--- config.mk ---
export PLATFORM = sky130hd
export DESIGN_NAME = tdl_word_broker_mc
export DESIGN_NICKNAME = d
export VERILOG_FILES = /design/src/rtl/tdl_tdc_pkg.sv /design/src/rtl/tdl_word_fifo.sv /design/src/rtl/tdl_word_broker_mc.sv
export SDC_FILE = /design/constraint.sdc
export NUM_CORES = 1
export LEC_CHECK = 0
export CAP_MARGIN = 20
export CORE_UTILIZATION = 49
export CTS_CLUSTER_DIAMETER = 100
export DETAILED_ROUTE_END_ITERATION = 10
export DONT_BUFFER_PORTS = 1
export PLACE_DENSITY = 0.6
export SLEW_MARGIN = 20
export SYNTH_ARGS = -nofsm -noshare
export SYNTH_HDL_FRONTEND = slang
export SYNTH_SLANG_ARGS = --single-unit
--- constraint.sdc ---
create_clock -name CLK -period 4.15 [get_ports CLK]
set_input_delay 0.83 -clock CLK [delete_from_list [all_inputs] [get_ports CLK]]
set_output_delay 0.83 -clock CLK [all_outputs]
set_load 0.02 [all_outputs]
--- src/rtl/tdl_tdc_pkg.sv ---
// Shared constants for the TDL TDC word path: channel state codes, word types,
// the data-word identifier and the transition-to-word-type decode.
package tdl_tdc_pkg;

    localparam int IDLE             = 0;
    localparam int TRIGGERED        = 1;
    localparam int RIS_EDGE         = 2;
    localparam int FAL_EDGE         = 3;
    localparam int COUNTER_OVERFLOW = 4;
    localparam int MISSED           = 5;
    localparam int RESET            = 6;
    localparam int CALIB            = 7;
    localparam int CALIB_HIT        = 8;

    typedef enum logic [2:0] {
        WT_TRIGGERED        = 3'd0,
        WT_RISING           = 3'd1,
        WT_FALLING          = 3'd2,
        WT_TIMESTAMP        = 3'd3,
        WT_COUNTER_OVERFLOW = 3'd4,
        WT_CALIB            = 3'd5,
        WT_MISS             = 3'd6,
        WT_RESET            = 3'd7
    } word_type_e;

    localparam logic [3:0] DATA_IDENTIFIER = 4'b0100;
    localparam int         WORD_BITS       = 32;

    // Returns 1 when the (previous, current) state pair produces a word.
    function automatic logic decode_transition(
        input  int         prev,
        input  int         cur,
        input  logic       en_trig,
        input  logic       en_ts,
        output word_type_e wtype
    );
        logic hit;
        hit   = 1'b1;
        wtype = WT_TRIGGERED;
        if (prev == IDLE && cur == TRIGGERED) begin
            hit = en_trig;
        end else if (prev == TRIGGERED && cur == RIS_EDGE) begin
            wtype = WT_RISING;
        end else if (prev == RIS_EDGE && cur == FAL_EDGE) begin
            wtype = WT_FALLING;
        end else if (prev == FAL_EDGE && cur == IDLE) begin
            wtype = WT_TIMESTAMP;
            hit   = en_ts;
        end else if (prev == COUNTER_OVERFLOW && cur == IDLE) begin
            wtype = WT_COUNTER_OVERFLOW;
        end else if (prev == MISSED && cur == IDLE) begin
            wtype = WT_MISS;
        end else if (prev == RESET && cur == IDLE) begin
            wtype = WT_RESET;
        end else if (prev == CALIB && cur == CALIB_HIT) begin
            wtype = WT_CALIB;
        end else begin
            hit = 1'b0;
        end
        return hit;
    endfunction

endpackage

--- src/rtl/tdl_word_fifo.sv ---
// Synchronous first-word-fall-through FIFO for one channel's data words.
// Pushes into a full FIFO are ignored; pops from an empty FIFO are ignored.
module tdl_word_fifo #(
    parameter int DEPTH = 4,
    parameter int WIDTH = 32
) (
    input  logic             CLK,
    input  logic             RST,
    input  logic             push,
    input  logic [WIDTH-1:0] push_data,
    input  logic             pop,
    output logic [WIDTH-1:0] pop_data,
    output logic             full,
    output logic             empty
);
    localparam int AW = $clog2(DEPTH);

    logic [WIDTH-1:0] mem [DEPTH];
    logic [AW-1:0]    wr_ptr;
    logic [AW-1:0]    rd_ptr;
    logic [AW:0]      count;
    logic             do_push;
    logic             do_pop;

    assign full     = (count == (AW+1)'(DEPTH));
    assign empty    = (count == '0);
    assign do_push  = push && !full;
    assign do_pop   = pop && !empty;
    assign pop_data = mem[rd_ptr];

    // NOTE: state registers use non-blocking assignments so every flop samples pre-edge values.
    always_ff @(posedge CLK) begin
        if (RST) begin
            wr_ptr <= '0;
            rd_ptr <= '0;
            count  <= '0;
        end else begin
            if (do_push) wr_ptr <= wr_ptr + 1'b1;
            if (do_pop)  rd_ptr <= rd_ptr + 1'b1;
            count <= count + (AW+1)'(do_push) - (AW+1)'(do_pop);
        end
    end

    // NOTE: storage is not reset; the pointers and count alone decide what is readable.
    always_ff @(posedge CLK) begin
        if (do_push) mem[wr_ptr] <= push_data;
    end

endmodule

--- src/rtl/tdl_word_broker_mc.sv ---
// Multi-channel TDL TDC word broker: per-channel transition decode, per-channel FIFO,
// round-robin merge onto one ready/valid stream. Optional macro: TDL_BROKER_LOST_CNT_EN.
module tdl_word_broker_mc
    import tdl_tdc_pkg::*;
#(
    parameter int CHANNELS       = 4,
    parameter int CH_BITS        = 2,
    parameter int STATE_BITS     = 4,
    parameter int COUNTER_BITS   = 10,
    parameter int FINE_TIME_BITS = 2,
    parameter int ENCODE_BITS    = 7,
    parameter int FIFO_DEPTH     = 4
) (
    input  logic                                CLK,
    input  logic                                RST,
    input  logic [CHANNELS*STATE_BITS-1:0]      tdc_state,
    input  logic [CHANNELS*COUNTER_BITS-1:0]    corse_time,
    input  logic [CHANNELS*FINE_TIME_BITS-1:0]  fine_time,
    input  logic [CHANNELS*ENCODE_BITS-1:0]     tdl_time,
    input  logic [15:0]                         timestamp,
    input  logic [CHANNELS-1:0]                 channel_en,
    input  logic                                en_write_timestamp,
    input  logic                                en_write_trigger_distance,
    input  logic                                out_ready,
    output logic                                out_valid,
    output logic [31:0]                         out_word,
    output logic [CHANNELS-1:0]                 fifo_overflow,
    output logic [CHANNELS*8-1:0]               lost_cnt
);
    localparam int PL        = 25 - CH_BITS;
    localparam int TIME_BITS = COUNTER_BITS + FINE_TIME_BITS + ENCODE_BITS;
    localparam int CAL_BITS  = FINE_TIME_BITS + ENCODE_BITS;
    localparam int PTR_BITS  = (CHANNELS > 1) ? $clog2(CHANNELS) : 1;

    if (TIME_BITS > PL) begin : g_bad_time_width
        $error("time payload does not fit the word payload field");
    end
    if (PL < 16) begin : g_bad_payload_width
        $error("payload field narrower than the 16-bit timestamp");
    end
    if (CHANNELS < 1 || CHANNELS > 64 || (2 ** CH_BITS) < CHANNELS) begin : g_bad_channels
        $error("CHANNELS out of range or CH_BITS too narrow");
    end
    if (FIFO_DEPTH < 2 || (FIFO_DEPTH & (FIFO_DEPTH - 1)) != 0) begin : g_bad_depth
        $error("FIFO_DEPTH must be a power of two and at least 2");
    end

    logic [WORD_BITS-1:0] fifo_data [CHANNELS];
    logic [WORD_BITS-1:0] gen_word  [CHANNELS];
    logic [CHANNELS-1:0]  gen_valid;
    logic [CHANNELS-1:0]  fifo_full;
    logic [CHANNELS-1:0]  fifo_empty;
    logic [CHANNELS-1:0]  fifo_pop;
    logic [CHANNELS-1:0]  drop;

    // Full is a registered flag, so a same-cycle pop never rescues an arriving word.
    assign drop = gen_valid & fifo_full;

    for (genvar i = 0; i < CHANNELS; i++) begin : g_ch
        localparam logic [CH_BITS-1:0] CH_ID = CH_BITS'(i);

        logic [STATE_BITS-1:0] prev_state;
        logic [STATE_BITS-1:0] cur_state;
        word_type_e            wtype;
        logic                  hit;
        logic [PL-1:0]         payload;

        assign cur_state = tdc_state[i*STATE_BITS +: STATE_BITS];

        always_ff @(posedge CLK) begin
            if (RST) prev_state <= STATE_BITS'(IDLE);
            else     prev_state <= cur_state;
        end

        // NOTE: every always_comb output gets a default first so no path infers a latch.
        always_comb begin
            payload = '0;
            hit     = decode_transition(int'(prev_state), int'(cur_state),
                                        en_write_trigger_distance, en_write_timestamp, wtype);
            case (wtype)
                WT_TRIGGERED, WT_RISING, WT_FALLING:
                    payload[TIME_BITS-1:0] = {corse_time[i*COUNTER_BITS +: COUNTER_BITS],
                                              fine_time[i*FINE_TIME_BITS +: FINE_TIME_BITS],
                                              tdl_time[i*ENCODE_BITS +: ENCODE_BITS]};
                WT_TIMESTAMP:
                    payload[PL-1 -: 16] = timestamp;
                WT_CALIB:
                    payload[CAL_BITS-1:0] = {fine_time[i*FINE_TIME_BITS +: FINE_TIME_BITS],
                                             tdl_time[i*ENCODE_BITS +: ENCODE_BITS]};
                default: payload = '0;
            endcase
        end

        assign gen_valid[i] = channel_en[i] && hit;
        assign gen_word[i]  = {DATA_IDENTIFIER, CH_ID, wtype, payload};

        tdl_word_fifo #(
            .DEPTH (FIFO_DEPTH),
            .WIDTH (WORD_BITS)
        ) u_fifo (
            .CLK       (CLK),
            .RST       (RST),
            .push      (gen_valid[i] && !fifo_full[i]),
            .push_data (gen_word[i]),
            .pop       (fifo_pop[i]),
            .pop_data  (fifo_data[i]),
            .full      (fifo_full[i]),
            .empty     (fifo_empty[i])
        );

`ifdef TDL_BROKER_LOST_CNT_EN
        logic [7:0] lost;

        always_ff @(posedge CLK) begin
            if (RST)                          lost <= '0;
            else if (drop[i] && lost != 8'hFF) lost <= lost + 8'd1;
        end

        assign lost_cnt[i*8 +: 8] = lost;
`else
        assign lost_cnt[i*8 +: 8] = 8'h00;
`endif
    end

    always_ff @(posedge CLK) begin
        if (RST) fifo_overflow <= '0;
        else     fifo_overflow <= fifo_overflow | drop;
    end

    logic [PTR_BITS-1:0] rr_ptr;
    logic [PTR_BITS-1:0] pick;
    logic [PTR_BITS-1:0] idx;
    logic                pick_valid;
    logic                load;
    int                  sum;

    assign load = !out_valid || out_ready;

    // First non-empty channel at or after the pointer, wrapping modulo CHANNELS.
    always_comb begin
        pick       = rr_ptr;
        pick_valid = 1'b0;
        idx        = '0;
        sum        = 0;
        for (int k = 0; k < CHANNELS; k++) begin
            sum = int'(rr_ptr) + k;
            if (sum >= CHANNELS) sum = sum - CHANNELS;
            idx = PTR_BITS'(sum);
            if (!pick_valid && !fifo_empty[idx]) begin
                pick_valid = 1'b1;
                pick       = idx;
            end
        end
    end

    always_comb begin
        fifo_pop = '0;
        if (load && pick_valid) fifo_pop[pick] = 1'b1;
    end

    always_ff @(posedge CLK) begin
        if (RST) begin
            out_valid <= 1'b0;
            out_word  <= '0;
            rr_ptr    <= '0;
        end else if (load) begin
            out_valid <= pick_valid;
            if (pick_valid) begin
                out_word <= fifo_data[pick];
                rr_ptr   <= (int'(pick) == CHANNELS - 1) ? '0 : pick + 1'b1;
            end
        end
    end

endmodule

=== Yosys cells after proc, flatten, opt, wreduce, memory -nomap -nowiden ===
Memories as Yosys holds them, arrays and structs flattened. A register that Yosys moved wholly into a read port is not among the register bits.
Cells that the tools add are included.

* Register bits: 83
* Bits in writable memories: 416
* Bits of input ports: 117
* Output and inout bits: 69
* Logic and storage cells: 343
* Memories kept: 4

* Add/subtract/negate cells: 24
* Magnitude comparators: 11
* Eq/ne operators: 65
* Muxes and demuxes: 123
* Bitwise gates (word level): 3
* Reduce and logical (&&, ||, !) cells: 93

{| class="wikitable"
|+ Memories
! name !! words !! width !! rd ports !! clocked after Yosys merged registers in !! write ports !! RTL line !! RTL
|-
| g_ch[0].u_fifo.mem || 4 || 26 || 1 || 1 || 1 || tdl_word_fifo.sv:18 || <nowiki>logic [WIDTH-1:0] mem [DEPTH];</nowiki>
|-
| g_ch[1].u_fifo.mem || 4 || 26 || 1 || 1 || 1 || tdl_word_fifo.sv:18 ||
|-
| g_ch[2].u_fifo.mem || 4 || 26 || 1 || 1 || 1 || tdl_word_fifo.sv:18 ||
|-
| g_ch[3].u_fifo.mem || 4 || 26 || 1 || 1 || 1 || tdl_word_fifo.sv:18 ||
|}

{| class="wikitable"
|+ Operator list
! cell !! count
|-
| $mux W3 || 32
|-
| $eq A4 B4 Y1 const B || 20
|-
| $pmux W10 S2 || 4
|-
| $bmux W32 S2 || 1
|-
| $eq A4 B3 Y1 const B || 16
|-
| $mux W32 || 2
|-
| $logic_and A1 B1 Y1 || 53
|-
| $mux W1 || 49
|-
| $mux W2 || 17
|-
| $eq A4 B2 Y1 const B || 8
|-
| $logic_not A4 Y1 || 8
|-
| $mux W7 || 4
|-
| $eq A3 B2 Y1 const B || 8
|-
| $eq A3 B3 Y1 const B || 8
|-
| $logic_not A3 Y1 || 8
|-
| $mux W4 || 5
|-
| $add A2 B1 Y2 const B || 9
|-
| $pmux W2 S2 || 4
|-
| $reduce_or A4 Y1 || 4
|-
| $lt A2 B3 Y1 const B || 5
|-
| $logic_not A1 Y1 || 14
|-
| $add A3 B1 Y3 || 4
|-
| $eq A3 B1 Y1 const B || 4
|-
| $ge A3 B3 Y1 const B || 4
|-
| 15 further kinds || 28
|}

=== Longest topological paths before layout ===
Gate-level depths: netlist (run 1).

* Word-level depth: 22
* Depth in mapped cells: 16
* Gate-level depth less buffers: 14

=== Modules after synthesis ===
Synthesis (run 1) repeated with hierarchy kept, for this count alone.

* Cells, all modules: 1563
* Area total of the unflattened synthesis: 25429.4 um2

{| class="wikitable"
|+ By module, submodules not included
! module !! instances !! cells an instance !! area an instance (um2) !! sequential area each (um2)
|-
| tdl_word_fifo (g_ch[0].u_fifo ...) || 3 || 218 || 5132.4 || 4023.9
|-
| tdl_word_fifo (g_ch[3].u_fifo) || 1 || 218 || 5126.2 || 4023.9
|-
| tdl_word_broker_mc || 1 || 691 || 4906.0 || 1101.1
|}

=== Worst setup path after synthesis (run 1) ===
Ideal clock, no wire load.

* Path type: flip-flop to flip-flop
* From: reg g_ch[3].u_fifo.count[1]
* To: reg g_ch[3].u_fifo.count[2]
* Library setup time: 0.128 ns
* Data arrival time: 3.368 ns
* Data required time: 4.022 ns
* Path slack: 0.655 ns
* Stages on the path, launching flop included: 17
* Buffers on the path: 2
* Period minus slack after synthesis: 3.495 ns
* Cell sequence: dfxtp_1 > or3_1 > buf_2 > a22o_1 > a211oi_2 > inv_2 > buf_2 > ha_1 > and3_1 > ha_1 > inv_1 > ha_1 > inv_1 > fa_1 > xor2_1 > xnor2_1 > nor2_1

* Longest elaborated chain between the ends: 19
* Elaborated cells on any way between the ends: 40
* Those cells by class: add/sub: 2; order compare: 2; eq/ne: 1; mux: 19; reduce/logical: 16

{| class="wikitable"
|+ RTL lines
! item !! RTL line !! RTL
|-
| start, declared || tdl_word_fifo.sv:21 || <nowiki>logic [AW:0] count;</nowiki>
|-
| start signal, assigned || tdl_word_fifo.sv:40 || <nowiki>count <= count + (AW+1)'(do_push) - (AW+1)'(do_pop);</nowiki>
|-
| $logic_not A3 Y1 * || tdl_word_fifo.sv:26 || <nowiki>assign empty = (count == '0);</nowiki>
|-
| $bmux W1 S2 || tdl_word_broker_mc.sv:149 || <nowiki>if (!pick_valid && !fifo_empty[idx]) begin</nowiki>
|-
| $mux W1 (implied by the code) || tdl_word_broker_mc.sv:149 ||
|-
| $logic_not A1 Y1 || tdl_word_broker_mc.sv:149 ||
|-
| $logic_and A1 B1 Y1 || tdl_word_broker_mc.sv:149 ||
|-
| $mux W1 || tdl_word_broker_mc.sv:149 ||
|-
| $logic_not A1 Y1 || tdl_word_broker_mc.sv:149 ||
|-
| $logic_and A1 B1 Y1 || tdl_word_broker_mc.sv:149 ||
|-
| (+4 left out) || -- ||
|-
| net pick[1] || tdl_word_broker_mc.sv:131 || <nowiki>logic [PTR_BITS-1:0] pick;</nowiki>
|-
| $lt A2 B3 Y1 (implied by the code) or $ge A2 B1 Y1 (tied branches) || tdl_word_broker_mc.sv:158 || <nowiki>if (load && pick_valid) fifo_pop[pick] = 1'b1;</nowiki>
|-
| $logic_and A1 B1 Y1 (implied by the code) || tdl_word_broker_mc.sv:158 ||
|-
| $mux W1 (implied by the code) || tdl_word_broker_mc.sv:158 ||
|-
| $demux W1 S2 * || tdl_word_broker_mc.sv:158 ||
|-
| $mux W4 * || tdl_word_broker_mc.sv:158 ||
|-
| $logic_and A1 B1 Y1 * || tdl_word_fifo.sv:28 || <nowiki>assign do_pop = pop && !empty;</nowiki>
|-
| net g_ch[3].u_fifo.do_pop || tdl_word_fifo.sv:23 || <nowiki>logic do_pop;</nowiki>
|-
| $sub A3 B1 Y3 * || tdl_word_fifo.sv:40 ||
|}

The timed path passes the listed nets; every way through them passes the cells marked *. The select of a mux whose other input is x is not followed.
A chain may end at the register's enable or synchronous reset.

=== Final worst setup path (run 1) ===
* From: reg g_ch[3].u_fifo.count[1]
* To: reg g_ch[3].u_fifo.count[2]

* Longest elaborated chain between the ends: 19
* Elaborated cells on any way between the ends: 40
* Those cells by class: add/sub: 2; order compare: 2; eq/ne: 1; mux: 19; reduce/logical: 16

{| class="wikitable"
|+ RTL lines
! item !! RTL line
|-
| $logic_not A3 Y1 * || tdl_word_fifo.sv:26
|-
| $bmux W1 S2 || tdl_word_broker_mc.sv:149
|-
| $mux W1 (implied by the code) || tdl_word_broker_mc.sv:149
|-
| $logic_not A1 Y1 || tdl_word_broker_mc.sv:149
|-
| $logic_and A1 B1 Y1 || tdl_word_broker_mc.sv:149
|-
| $mux W1 || tdl_word_broker_mc.sv:149
|-
| $logic_not A1 Y1 || tdl_word_broker_mc.sv:149
|-
| $logic_and A1 B1 Y1 || tdl_word_broker_mc.sv:149
|-
| (+4 left out) || --
|-
| $lt A2 B3 Y1 (implied by the code) or $ge A2 B1 Y1 (tied branches) || tdl_word_broker_mc.sv:158
|-
| $logic_and A1 B1 Y1 (implied by the code) || tdl_word_broker_mc.sv:158
|-
| $mux W1 (implied by the code) || tdl_word_broker_mc.sv:158
|-
| $demux W1 S2 || tdl_word_broker_mc.sv:158
|-
| $mux W4 || tdl_word_broker_mc.sv:158
|-
| $logic_and A1 B1 Y1 * || tdl_word_fifo.sv:28
|-
| net g_ch[3].u_fifo.do_pop || tdl_word_fifo.sv:23
|-
| $sub A3 B1 Y3 * || tdl_word_fifo.sv:40
|}

Marked as above.

==> results.md, run 1 <==
* GR Util All Layers at 23.13%
* CTS resizes at 0
* FP Rows at 76
* DRC at 0
* Ys flop type: edfxtp_1
* Worst skew pair latency at about 0.59 ns
* Core footprint at between 0.04 and 0.05 sq mm
* Avg Cell Area, Syn at 16.20 sq um
* Unrepaired setup endpoints after global routing: false
* Worst slew pin tran at ~1.1 ns
* Final net count at between 1000 and 1500
* DR vias/cell at between 5 and 6
* IO Port Bufs at 0
* Number of synthesized flops with an enable pin at 416
* Fillers at 3458
* Fmax at 272.0 MHz
* Synth async-reset ratio at 0%
* Dpl hpwl at between 30000 and 40000 um
* Via count at approximately 12000
* Max VDD drop at 0.5566 mV
* Yosys top cell area share at 57.75%
* Clk Tree Root Cell: clkbuf_16
* Initial Utilization at between 40% and 50%
* Critical path arrival at 4.16 ns
* Gp weighted congestion at slightly above 0.8
* Layout overhead on the synthesized area at 9.984%
* Worst hold path type: in2reg
* 1st-iter DRT viols at 850
* WL/cell at around 26 um
* Largest net degree at the start of global routing at 93
* Leakage power at between 7 and 8 nW
* CP Class: reg2reg
* Vert. Die Dim at about 210 um
* Share of cells above drive strength 1 at 17.08%
* ANT nets after route at 0
* P per Cell Area at roughly 530 mW/mm^2
* Die Area at between 0.04 and 0.05 sq mm
* Placed Area at 0.02209 sq mm
* Worst hold slack at 0.3134 ns
* Max Transition Viols Final at 0
* Rel. slew slack at a little under a quarter
* Crit end category: register
* Final Core Density at 54.99%
* # IOs at 186
* Yosys reg bits at around 500
* Yosys warns at 0
* Hold-fix buffers at CTS at 0
* # Post-CTS Setup Buffers at 0
* Final hold violations at 0
* Antenna violations before repair at 4
* Setup Total Neg Slack at 0 ns
* H-tree depth at 2
* Netlist cell types at 72
* Period minus WS final at approximately 3.7 ns
* Vias in the first global route at approximately 12000
* Reg clk slew, reported paths at about 0.06 ns
* Max-Cap Viols at 0
* Die Wd at about 210 um
* Cell Area, Synth at ~0.022 sq mm
* CTS max path bufs at 3
* Status: complete, no violations
* First-pass GRT wire length at 74410 um
* Sequential fraction of the synthesis area at about two thirds
* WP data required at approximately 4.6 ns
* Final instance area at 0.02379 sq mm
* Most area-hungry cell type in the Yosys netlist: edfxtp_1
* Total gr overflow at 0
* Final setup fails at 0
* Largest cells by area after synthesis: edfxtp_1 (58%), mux4_2 (11%), dfxtp_1 (8.1%)
* Clk_skew at approximately 0.0074 ns
* Total wire length at 51400 um
* Critical path launch point type: register
* Post-Synthesis Cells at roughly 1300
* CTS tree: done
* Post-route clock period utilization at between 80 and 90%
* Total CTS buffers at 54
* Drt pass-1 iters at 5
* Clock sinks at ~500
* Crit path max fanout at 7
where the power goes:
group	total [mW]	switching, mW	internal (mW)
logic	1.92	1.13	0.781
registers	6.01	0.387	5.63
clock network	4.58	1.92	2.65
total	12.5	3.44	9.06
state kept, by name, summed over array words and instances (netlist names), named ones only:
| name | count |
|---|---|
| g_ch.u_fifo.mem | 416 |
| out_valid | 1 |
| g_ch.u_fifo.count | 12 |
| g_ch.prev_state | 16 |
| out_word | 29 |
| g_ch.u_fifo.wr_ptr | 8 |
| g_ch.u_fifo.rd_ptr | 8 |
| fifo_overflow | 4 |
| rr_ptr | 2 |
worst paths after layout:
kind                                 start                  endpoint  slack [ns]  depth (start not counted)
hold reg to reg   g_ch[0].u_fifo.wr_ptr[1]  g_ch[0].u_fifo.wr_ptr[1]        0.51                          2
setup / recovery   g_ch[3].u_fifo.count[1]   g_ch[3].u_fifo.count[2]        0.47                         14
hold / removal                         RST   g_ch[1].u_fifo.count[0]        0.31                          1
setup reg to reg   g_ch[3].u_fifo.count[1]   g_ch[3].u_fifo.count[2]        0.47                         14
layout by cell type, fill, tap and decap left out, types with 5 or more instances in the layout:
cell	count
edfxtp_1	416
mux4_2	104
dfxtp_1	80
clkbuf_16	55
nor2_1	46
mux2i_1	44
a22o_1	43
inv_1	40
nor2b_1	40
nand2_1	36
conb_1	35
and2_1	33
ha_1	28
buf_4	27
nand3b_1	22
o221ai_1	21
xnor2_1	17
o31ai_1	15
nand4_1	15
a21boi_0	14
a21oi_1	13
xor2_1	12
nand2b_1	12
clkinv_1	11
and3_1	10
nor4_1	10
nand3_1	10
o21ai_0	10
a211o_1	10
clkbuf_1	10
clkbuf_8	10
o211ai_1	9
a31oi_1	9
nor3b_1	8
nor3_1	8
or3_1	7
and4_1	6
dfxtp_2	6
clkinv_2	6
o31a_1	5
Yosys cell counts (7+ instances only):
| master | instances |
|---|---|
| ha_1 | 28 |
| a21oi_1 | 13 |
| a21boi_0 | 14 |
| a211o_1 | 10 |
| nor2_1 | 46 |
| o31ai_1 | 15 |
| buf_2 | 19 |
| a31oi_1 | 9 |
| or3_1 | 7 |
| xnor2_1 | 17 |
| nand3b_1 | 22 |
| dfxtp_1 | 88 |
| edfxtp_1 | 416 |
| o211ai_1 | 9 |
| nor3b_1 | 8 |
| o221ai_1 | 21 |
| mux2i_1 | 44 |
| nand4_1 | 15 |
| nor2b_1 | 40 |
| nor4_1 | 10 |
| clkbuf_1 | 55 |
| inv_1 | 40 |
| nand2_1 | 36 |
| nand3_1 | 10 |
| nand2b_1 | 12 |
| and2_1 | 33 |
| a22o_1 | 43 |
| xor2_1 | 12 |
| mux4_2 | 104 |
| buf_4 | 36 |
| nor3_1 | 8 |
| and3_1 | 10 |
| o21ai_0 | 10 |
cell type report:
class	count	area, sq um	area share [%]
antenna	2	5.005	0.02104
clock buffer	75	1551	6.522
clock inverter	23	141.4	0.5943
inverter	42	157.7	0.6627
multi-input combinational	705	6731	28.29
sequential	504	14270	59.98
tap	585	732.0	3.077
timing repair buffer	27	202.7	0.8520
metrics by stage:
stage	power [mW]	cells	setup WS [ns]
2_1_floorplan	7.541	1369	0.6546
3_3_place_gp	7.990	1863	0.6103
3_5_place_dp	8.037	1863	0.5277
4_1_cts	12.60	1961	0.5036
5_1_grt	12.97	1962	0.2794
6_report	12.50	1963	0.4739
cell families after synthesis:
| family | count (synthesis) | share of synthesized area (%) |
|---|---|---|
| AOI/OAI and AO/OA | 178 | 6.646 |
| muxes | 152 | 13.07 |
| other | 1 | 0.01734 |
| xor gates and xnor gates | 29 | 1.174 |
| adders and majority gates | 32 | 1.990 |
| DFF | 504 | 65.90 |
| and+or+nand+nor | 279 | 7.589 |
| buffers and inverters | 160 | 3.615 |
worst max-delay path, stage by stage (launching register included):
cell      delay, ns
dfxtp_1        0.37
or3_1          0.52
a22o_1         0.29
a211oi_2       0.58
inv_2          0.12
ha_1           0.23
and3_1         0.18
ha_1           0.29
inv_1          0.06
ha_1           0.12
inv_1          0.05
fa_1           0.39
xor2_1         0.17
xnor2_1        0.14
nor2_1         0.06
routing by layer:
| metal | up-vias | share of wire [%] | track usage [%] |
|---|---|---|---|
| met5 | - | 0.053 | 0 |
| met4 | 4 | 2.1 | 6.772 |
| met2 | 357 | 48 | 36.95 |
| met1 | 6030 | 41 | 30.72 |
| met3 | 73 | 8.3 | 6.795 |
| li1 | 5199 | - | - |
(Power assumes the default switching activity.)
==> run 2: changes to the inputs <==
--- a/config.mk
+++ b/config.mk
@@ -5,12 +5,12 @@
 export SDC_FILE = /design/constraint.sdc
 export NUM_CORES = 1
 export LEC_CHECK = 0
+export ABC_AREA = 1
 export CAP_MARGIN = 20
 export CORE_UTILIZATION = 49
 export CTS_CLUSTER_DIAMETER = 100
 export DETAILED_ROUTE_END_ITERATION = 10
 export DONT_BUFFER_PORTS = 1
-export PLACE_DENSITY = 0.6
 export SLEW_MARGIN = 20
 export SYNTH_ARGS = -nofsm -noshare
 export SYNTH_HDL_FRONTEND = slang
==> results.md, run 2 <==
* Status: complete, no violations (unchanged)
* Setup Total Neg Slack at 0 ns (unchanged)
* Clk_skew at 0.01798 ns (was 0.007399 ns)
* Total gr overflow at 0 (unchanged)
* Switch Pwr at 5.529 mW (was 3.441 mW)
* Worst R2R Path Depth at 22 (was 14)
* Yosys reg bits at 504 (unchanged)
* Largest cells by area after synthesis: edfxtp_1 (57%), dfxtp_1 (8.0%), nand2_1 (5.6%) (was edfxtp_1 (58%), mux4_2 (11%), dfxtp_1 (8.1%))
* Cell internal pwr at 9.529 mW (was 9.063 mW)
* Vias in the first global route at 14071 (was 11514)
* Drt pass-1 iters at 6 (was 5)
* Gp weighted congestion at 0.9444 (was 0.8230)
* H-tree depth at 2 (unchanged)
* Busiest grt layer: met2 (unchanged)
* Yosys top cell area share at 56.67% (was 57.75%)
* Core footprint at 0.04432 sq mm (was 0.04327 sq mm)
* Most frequent cell after synthesis: edfxtp_1 (unchanged)
* Post-route clock period utilization at 82.84% (was 88.58%)
* Rel. slew slack at 29.09% (was 23.90%)
* Period minus WS final at 3.438 ns (was 3.676 ns)
* Max-Cap Viols at 0 (unchanged)
* Synth async-reset ratio at 0% (unchanged)
* Hold-fix buffers at CTS at 0 (unchanged)
* Post-Synthesis Cells at 2122 (was 1335)
* Critical path launch point: rr_ptr[0] (was g_ch[3].u_fifo.count[1])
* Crit end category: register (unchanged)
* Max Transition Viols Final at 0 (unchanged)
* Min-delay src: RST (unchanged)
* Max reg flops at 416 (unchanged)
* Crit path max fanout at 15 (was 7)
* Initial Utilization at 49.74% (was 49.99%)
* Switching share of power at 36.72% (was 27.52%)
* Placed insts at 2651 (was 1863)
* Max VDD drop at 0.7495 mV (was 0.5566 mV)
* Most common cell after layout, fill and taps aside: edfxtp_1 (unchanged)
* Clk Tree Root Cell: clkbuf_16 (unchanged)
* Worst path top cell family by delay: adder cells (unchanged)
* CP Class: reg2reg (unchanged)
* Cell Area, Synth at 0.02204 sq mm (was 0.02163 sq mm)
* DR vias/cell at 5.527 (was 5.941)
* Die Wd at 214.1 um (was 212.1 um)
* WP data required at 4.62 ns (was 4.63 ns)
* Avg Cell Area, Syn at 10.39 sq um (was 16.20 sq um)
* 1st-iter DRT viols at 1468 (was 850)
* Logic pwr share at 30.6% (was 15.3%)
* IO Port Bufs at 0 (unchanged)
* Total CTS buffers at 52 (was 54)
* CTS resizes at 0 (unchanged)
* Setup slack, reg-to-reg at 0.71 ns (was 0.47 ns)
* Worst hold path type: in2reg (unchanged)
* Vert. Die Dim at 214.1 um (was 212.1 um)
* DRC at 0 (unchanged)
* Netlist cell types at 46 (was 72)
* Worst path cell trace: inv_4 > nand2_1 > nand2_1 > nand3_2 > nand2_2 > nor2_4 > nand4_2 > buf_4 > nand2_2 > inv_1 > ha_1 > inv_1 > nor2_1 > nand2_1 > inv_1 > ha_1 > inv_1 > ha_1 > inv_1 > fa_1 > o21ai_0 > a21oi_1 (was or3_1 > a22o_1 > a211oi_2 > inv_2 > ha_1 > and3_1 > ha_1 > inv_1 > ha_1 > inv_1 > fa_1 > xor2_1 > xnor2_1 > nor2_1)
* Dpl hpwl at 38370 um (was 33520 um)
* Critical path launch point type: register (unchanged)
* Sequential share of power at 39.5% (was 48.1%)
* Die Area at 0.04584 sq mm (was 0.04499 sq mm)
* Most frequent cells in the layout: edfxtp_1 (416), nand2_1 (327), nor2_1 (300) (was edfxtp_1 (416), mux4_2 (104), dfxtp_1 (80))
* Fmax at 290.9 MHz (was 272.0 MHz)
* Worst hold path endpoint: g_ch[1].u_fifo.count[0] (unchanged)
* Critical path arrival at 3.91 ns (was 4.16 ns)
* WL/cell at 21.33 um (was 26.18 um)
* Final Non-Filler Cells at 2746 (was 1963)
* Antenna diodes at 0 (was 2)
* Worst slew pin tran at 1.063 ns (was 1.137 ns)
* First-pass GRT wire length at 86180 um (was 74410 um)
* CTS max path bufs at 3 (unchanged)
* Share of cells above drive strength 1 at 7.521% (was 17.08%)
* Final setup fails at 0 (unchanged)
* Hold Crit Depth at 1 (unchanged)
* M1 GR Usage at 32.40% (was 30.72%)
* Clock group share of total power at 29.9% (was 36.6%)
* Worst path most repeated cell: inv_1 (was ha_1)
* Most area-hungry cell type in the Yosys netlist: edfxtp_1 (unchanged)
* Clock sinks at 504 (unchanged)
* Reg clk slew, reported paths at 0.06 ns (about the same)
* Final net count at 2263 (was 1483)
* FP Rows at 77 (was 76)
* Total wire length at 58580 um (was 51400 um)
* CP bufs+invs at 7 (was 3)
* Most common library cells after synthesis: edfxtp_1 (416), nand2_1 (327), nor2_1 (316), o21ai_0 (199), inv_1 (189) (was edfxtp_1 (416), mux4_2 (104), dfxtp_1 (88), clkbuf_1 (55), nor2_1 (46))
* Number of synthesized flops with an enable pin at 416 (unchanged)
* GR Util All Layers at 25.14% (was 23.13%)
* Layout overhead on the synthesized area at 9.615% (was 9.984%)
* Worst r2r dst: g_ch[3].u_fifo.count[2] (unchanged)
* Largest regs: g_ch.u_fifo.mem x416, out_word x29, g_ch.prev_state x16 (unchanged)
* CTS tree: done (unchanged)
* ANT nets after route at 0 (unchanged)
* # Post-CTS Setup Buffers at 0 (unchanged)
* Met2 usage at 41.60% (was 36.95%)
* Leakage power at 9.279 nW (was 7.795 nW)
* Largest net degree at the start of global routing at 91 (was 93)
* Via count at 15176 (was 11663)
* Largest Register: g_ch.u_fifo.mem (unchanged)
* Ys flop type: edfxtp_1 (unchanged)
* Sequential fraction of the synthesis area at 64.66% (was 65.90%)
* CP max-delay cell: dfxtp_1 (was a211oi_2)
* # IOs at 186 (unchanged)
* Met3 Track Usage GR at 5.589% (was 6.795%)
* Antenna violations before repair at 0 (was 4)
* Unrepaired setup endpoints after global routing: false (unchanged)
* P per Cell Area at 623.2 mW/mm^2 (was 525.6 mW/mm^2)
* Worst skew pair latency at 0.59 ns (about the same)
* Max incr delay on CP at 0.58 ns (about the same)
* Yosys warns at 0 (unchanged)
* Final hold violations at 0 (unchanged)
* Origin of the critical flop-to-flop path: rr_ptr[0] (was g_ch[3].u_fifo.count[1])
-- run 2: changes by cell type after synthesis, moves of 32 or more --
cell     change
o21ai_1     +37
nor2b_1     -40
a32o_1      +36
nand2_1    +291
a22o_1      -43
o22ai_1     +71
and2_1      -32
nand3_1    +113
mux4_2     -104
nor2_1     +270
inv_1      +149
a21oi_1     +51
o21ai_0    +189
mux2i_1     -44
-- run 2: worst reg2reg max path: cells and delay by family (launching register included) --
kind / cells / cell delay [ns]
adder cells (fa/ha/maj): 4 / 1.01
AO/OA/AOI/OAI: 2 / 0.24
buffers and inverters: 7 / 0.63
flip-flops: 1 / 0.58
AND/OR/NAND/NOR: 9 / 0.90
-- run 2: cells by family after synthesis --
| family | synth area share, % |
|---|---|
| AND/OR/NAND/NOR | 15.45 |
| flip-flops | 64.66 |
| buffers and inverters | 6.760 |
| other | 0.01701 |
| AO/OA/AOI/OAI | 11.16 |
| adder cells (fa/ha/maj) | 1.952 |
-- run 2: final cells by class --
cell class / instances / area (sq um)
fill: 3915 / 20150
timing repair buffer: 44 / 330.3
multi-input combinational: 1314 / 6469
sequential: 504 / 14250
clock inverter: 28 / 230.2
clock buffer: 66 / 1395
tap: 592 / 740.7
inverter: 198 / 745.7
-- run 2: worst max path at each step --
| stage | to | slack, ns | cells after the start |
|---|---|---|---|
| final | g_ch[3].u_fifo.count[2] | 0.71 | 22 |
| after global routing | g_ch[3].u_fifo.count[2] | 0.40 | 22 |
| after CTS | g_ch[3].u_fifo.count[2] | 0.75 | 22 |
| after detailed placement | g_ch[0].u_fifo.count[1] | 0.61 | 13 |
| after global placement | g_ch[0].u_fifo.count[1] | 0.73 | 13 |
| after floorplan | g_ch[1].u_fifo.mem[0][0] | 0.65 | 10 |
-- run 2: power groups by stage --
stage | clock (mW) | sequential (mW) | combinational [mW]
2_1_floorplan | 0 | 5.97 | 3.51
3_3_place_gp | 0 | 6.05 | 4.46
3_5_place_dp | 0 | 6.06 | 4.52
4_1_cts | 4.57 | 5.95 | 4.54
5_1_grt | 4.75 | 5.97 | 5.11
6_report | 4.50 | 5.95 | 4.61
-- run 2: per-stage QoR --
step | total power, mW | cell area (sq um) | hold slack, ns | util [%] | setup slack [ns]
after global placement | 10.51 | 22530 | 0.4648 | 50.84 | 0.7265
after CTS | 15.06 | 24160 | 0.2831 | 54.51 | 0.7450
after detailed placement | 10.57 | 22530 | 0.4623 | 50.84 | 0.6135
after global routing | 15.82 | 24160 | 0.2849 | 54.53 | 0.4026
final | 15.06 | 24160 | 0.3081 | 54.53 | 0.7121
after floorplan | 9.476 | 22170 | 0.4362 | - | 0.6467
-- run 2: metal layers --
metal	wire [um]	up-vias	part of all wire [%]
li1	-	7256	-
met1	23730	7314	41
met2	28660	513	49
met3	4163	93	7.1
met4	2032	0	3.5
met5	0	-	0
==> run 3: changes to the inputs <==
==> constraint.sdc (replaced) <==
create_clock -name CLK -period 3.59 [get_ports CLK]
set_input_delay 0.718 -clock CLK [delete_from_list [all_inputs] [get_ports CLK]]
set_output_delay 0.718 -clock CLK [all_outputs]
set_load 0.02 [all_outputs]
==> results.md, run 3 (same netlist as run 2, synthesis figures left out) <==
* Worst hold slack at 0.1924 ns (was 0.3081 ns)
* DR vias/cell at 5.496 (was 5.527)
* Die Wd at 214.1 um (unchanged)
* Antenna diodes at 0 (unchanged)
* Hold-fix buffers at CTS at 0 (unchanged)
* Max VDD drop at 0.6825 mV (was 0.7495 mV)
* Vert. Die Dim at 214.1 um (unchanged)
* H-tree depth at 2 (unchanged)
* FP Rows at 77 (unchanged)
* Period minus WS final at 3.320 ns (was 3.438 ns)
* Final WS setup at 0.2703 ns (was 0.7121 ns)
* ANT nets after route at 0 (unchanged)
* Unrepaired setup endpoints after global routing: false (unchanged)
* Total wire length at 58700 um (was 58580 um)
* Max-Cap Viols at 0 (unchanged)
* Most frequent cells in the layout: edfxtp_1 (416), nand2_1 (327), nor2_1 (297) (was edfxtp_1 (416), nand2_1 (327), nor2_1 (300))
* Total CTS buffers at 52 (unchanged)
* Rel. slew slack at 34.47% (was 29.09%)
* First-pass GRT wire length at 87240 um (was 86180 um)
* Largest regs: g_ch.u_fifo.mem x416, out_word x29, g_ch.prev_state x16 (unchanged)
* Crit path max fanout at 15 (unchanged)
* WP data required at 4.06 ns (was 4.62 ns)
* Critical path launch point type: register (unchanged)
* Fillers at 3861 (was 3915)
* Crit end category: register (unchanged)
* Core footprint at 0.04432 sq mm (unchanged)
* Clock sinks at 504 (unchanged)
* # IOs at 186 (unchanged)
* 1st-iter DRT viols at 1536 (was 1468)
* Final Core Density at 55.27% (was 54.53%)
* Final hold violations at 0 (unchanged)
* Antenna violations before repair at 4 (was 0)
* Max Transition Viols Final at 0 (unchanged)
* Reg clk slew, reported paths at 0.06 ns (about the same)
* DRC at 0 (unchanged)
* Drt pass-1 iters at 7 (was 6)
* CTS tree: done (unchanged)
* Worst path cell trace: inv_2 > nand2_1 > nand2_1 > nand3_2 > nand2_2 > nor2_4 > nand3_4 > nand2_4 > nand2_2 > buf_4 > ha_1 > nand2_1 > nor2_2 > ha_1 > inv_1 > ha_1 > inv_1 > fa_1 > o21ai_0 > a21oi_1 (was inv_4 > nand2_1 > nand2_1 > nand3_2 > nand2_2 > nor2_4 > nand4_2 > buf_4 > nand2_2 > inv_1 > ha_1 > inv_1 > nor2_1 > nand2_1 > inv_1 > ha_1 > inv_1 > ha_1 > inv_1 > fa_1 > o21ai_0 > a21oi_1)
* Min-delay src: RST (unchanged)
* Clk_skew at 0.008967 ns (was 0.01798 ns)
* Max incr delay on CP at 0.45 ns (was 0.58 ns)
* CP Class: reg2reg (unchanged)
* Post-route clock period utilization at 92.47% (was 82.84%)
* Initial Utilization at 49.74% (unchanged)
* P per Cell Area at 737.6 mW/mm^2 (was 623.2 mW/mm^2)
* Vias in the first global route at 14240 (was 14071)
* CP max-delay cell: dfxtp_1 (unchanged)
* Final net count at 2273 (was 2263)
* GR Util All Layers at 25.39% (was 25.14%)
* Worst skew pair latency at 0.59 ns (about the same)
* Setup Total Neg Slack at 0 ns (unchanged)
* IO Port Bufs at 0 (unchanged)
* Total gr overflow at 0 (unchanged)
* Share of cells above drive strength 1 at 8.487% (was 7.521%)
* Leakage power at 9.434 nW (was 9.279 nW)
* Dpl hpwl at 38800 um (was 38370 um)
* CTS max path bufs at 3 (unchanged)
* Fmax at 301.2 MHz (was 290.9 MHz)
* Final setup fails at 0 (unchanged)
* Clk Tree Root Cell: clkbuf_16 (unchanged)
* Hold Crit Depth at 1 (unchanged)
* Worst hold path type: in2reg (unchanged)
* Dpl ws at 0.1186 ns (was 0.6135 ns)
* WL/cell at 21.27 um (was 21.33 um)
* Critical path arrival at 3.79 ns (was 3.91 ns)
* Worst r2r dst: g_ch[0].u_fifo.count[2] (was g_ch[3].u_fifo.count[2])
* Die Area at 0.04584 sq mm (unchanged)
* Max reg flops at 416 (unchanged)
* Setup slack, reg-to-reg at 0.27 ns (was 0.71 ns)
* Worst slew pin tran at 0.9793 ns (was 1.063 ns)
* Status: complete, no violations (unchanged)
* Layout overhead on the synthesized area at 11.10% (was 9.615%)
* Worst R2R Path Depth at 20 (was 22)
* Origin of the critical flop-to-flop path: rr_ptr[1] (was rr_ptr[0])
* Gp weighted congestion at 0.9016 (was 0.9444)
* Worst hold path endpoint: g_ch[1].prev_state[1] (was g_ch[1].u_fifo.count[0])
* Largest Register: g_ch.u_fifo.mem (unchanged)
* Most common cell after layout, fill and taps aside: edfxtp_1 (unchanged)
* Largest net degree at the start of global routing at 77 (was 91)
* Via count at 15168 (was 15176)
[run 3: critical path: cells and delay by family (launching register included)]
kind,cells,cell delay (ns)
AND/OR/NAND/NOR,10,1.05
adder cells (fa/ha/maj),4,1.03
buffers and inverters,4,0.43
flip-flops,1,0.45
AO/OA/AOI/OAI,2,0.24
[run 3: final cells by class]
type	count	area [sq um]	share of cell area, %
Clock buffer	69	1426	5.824
Timing Repair Buffer	54	467.9	1.911
Sequential cell	504	14250	58.20
Clock inverter	29	375.4	1.533
Tap cell	592	740.7	3.024
Multi-Input combinational cell	1314	6481	26.46
Inverter	198	745.7	3.045
[run 3: worst max-delay path by stage]
| stage | start | to | slack [ns] | cells past startpoint |
|---|---|---|---|---|
| floorplan | tdc_state[7] | g_ch[1].u_fifo.mem[0][0] | 0.20 | 10 |
| global placement | rr_ptr[0] | g_ch[0].u_fifo.count[2] | 0.20 | 20 |
| detailed placement | rr_ptr[0] | g_ch[0].u_fifo.count[2] | 0.12 | 20 |
| CTS | rr_ptr[0] | g_ch[0].u_fifo.count[2] | 0.11 | 20 |
| global route | rr_ptr[1] | g_ch[0].u_fifo.count[2] | 0.04 | 20 |
| finish | rr_ptr[1] | g_ch[0].u_fifo.count[2] | 0.27 | 20 |
[run 3: stage by stage]
step	power [mW]	cells	cell area, sq um
CTS	18.06	2760	24480
global route	19.01	2760	24490
detailed placement	12.43	2662	22680
floorplan	10.95	2156	22170
finish	18.07	2760	24490
global placement	12.36	2662	22680
[run 3: routing by layer]
| layer | vias to the layer above | track usage, % | wire length [um] |
|---|---|---|---|
| met5 | - | 0 | 12 |
| met4 | 2 | 7.524 | 1575 |
| met3 | 72 | 5.404 | 3763 |
| met2 | 467 | 43.28 | 29390 |
| met1 | 7351 | 32.52 | 23960 |
| li1 | 7276 | - | - |
[run 3: repair_timing]
item                                    in CTS  in global routing
endpoints found under the setup margin       0                  5
gates resized for setup                      0                  5
buffers inserted                             0                  0
[run 3: report_power, final]
part	switching [mW]	internal, mW	total (mW)	leakage [nW]
Combinational	4.03	1.54	5.56	4.06
Clock	2.21	3.44	5.65	0.879
Sequential	0.305	6.55	6.85	4.50
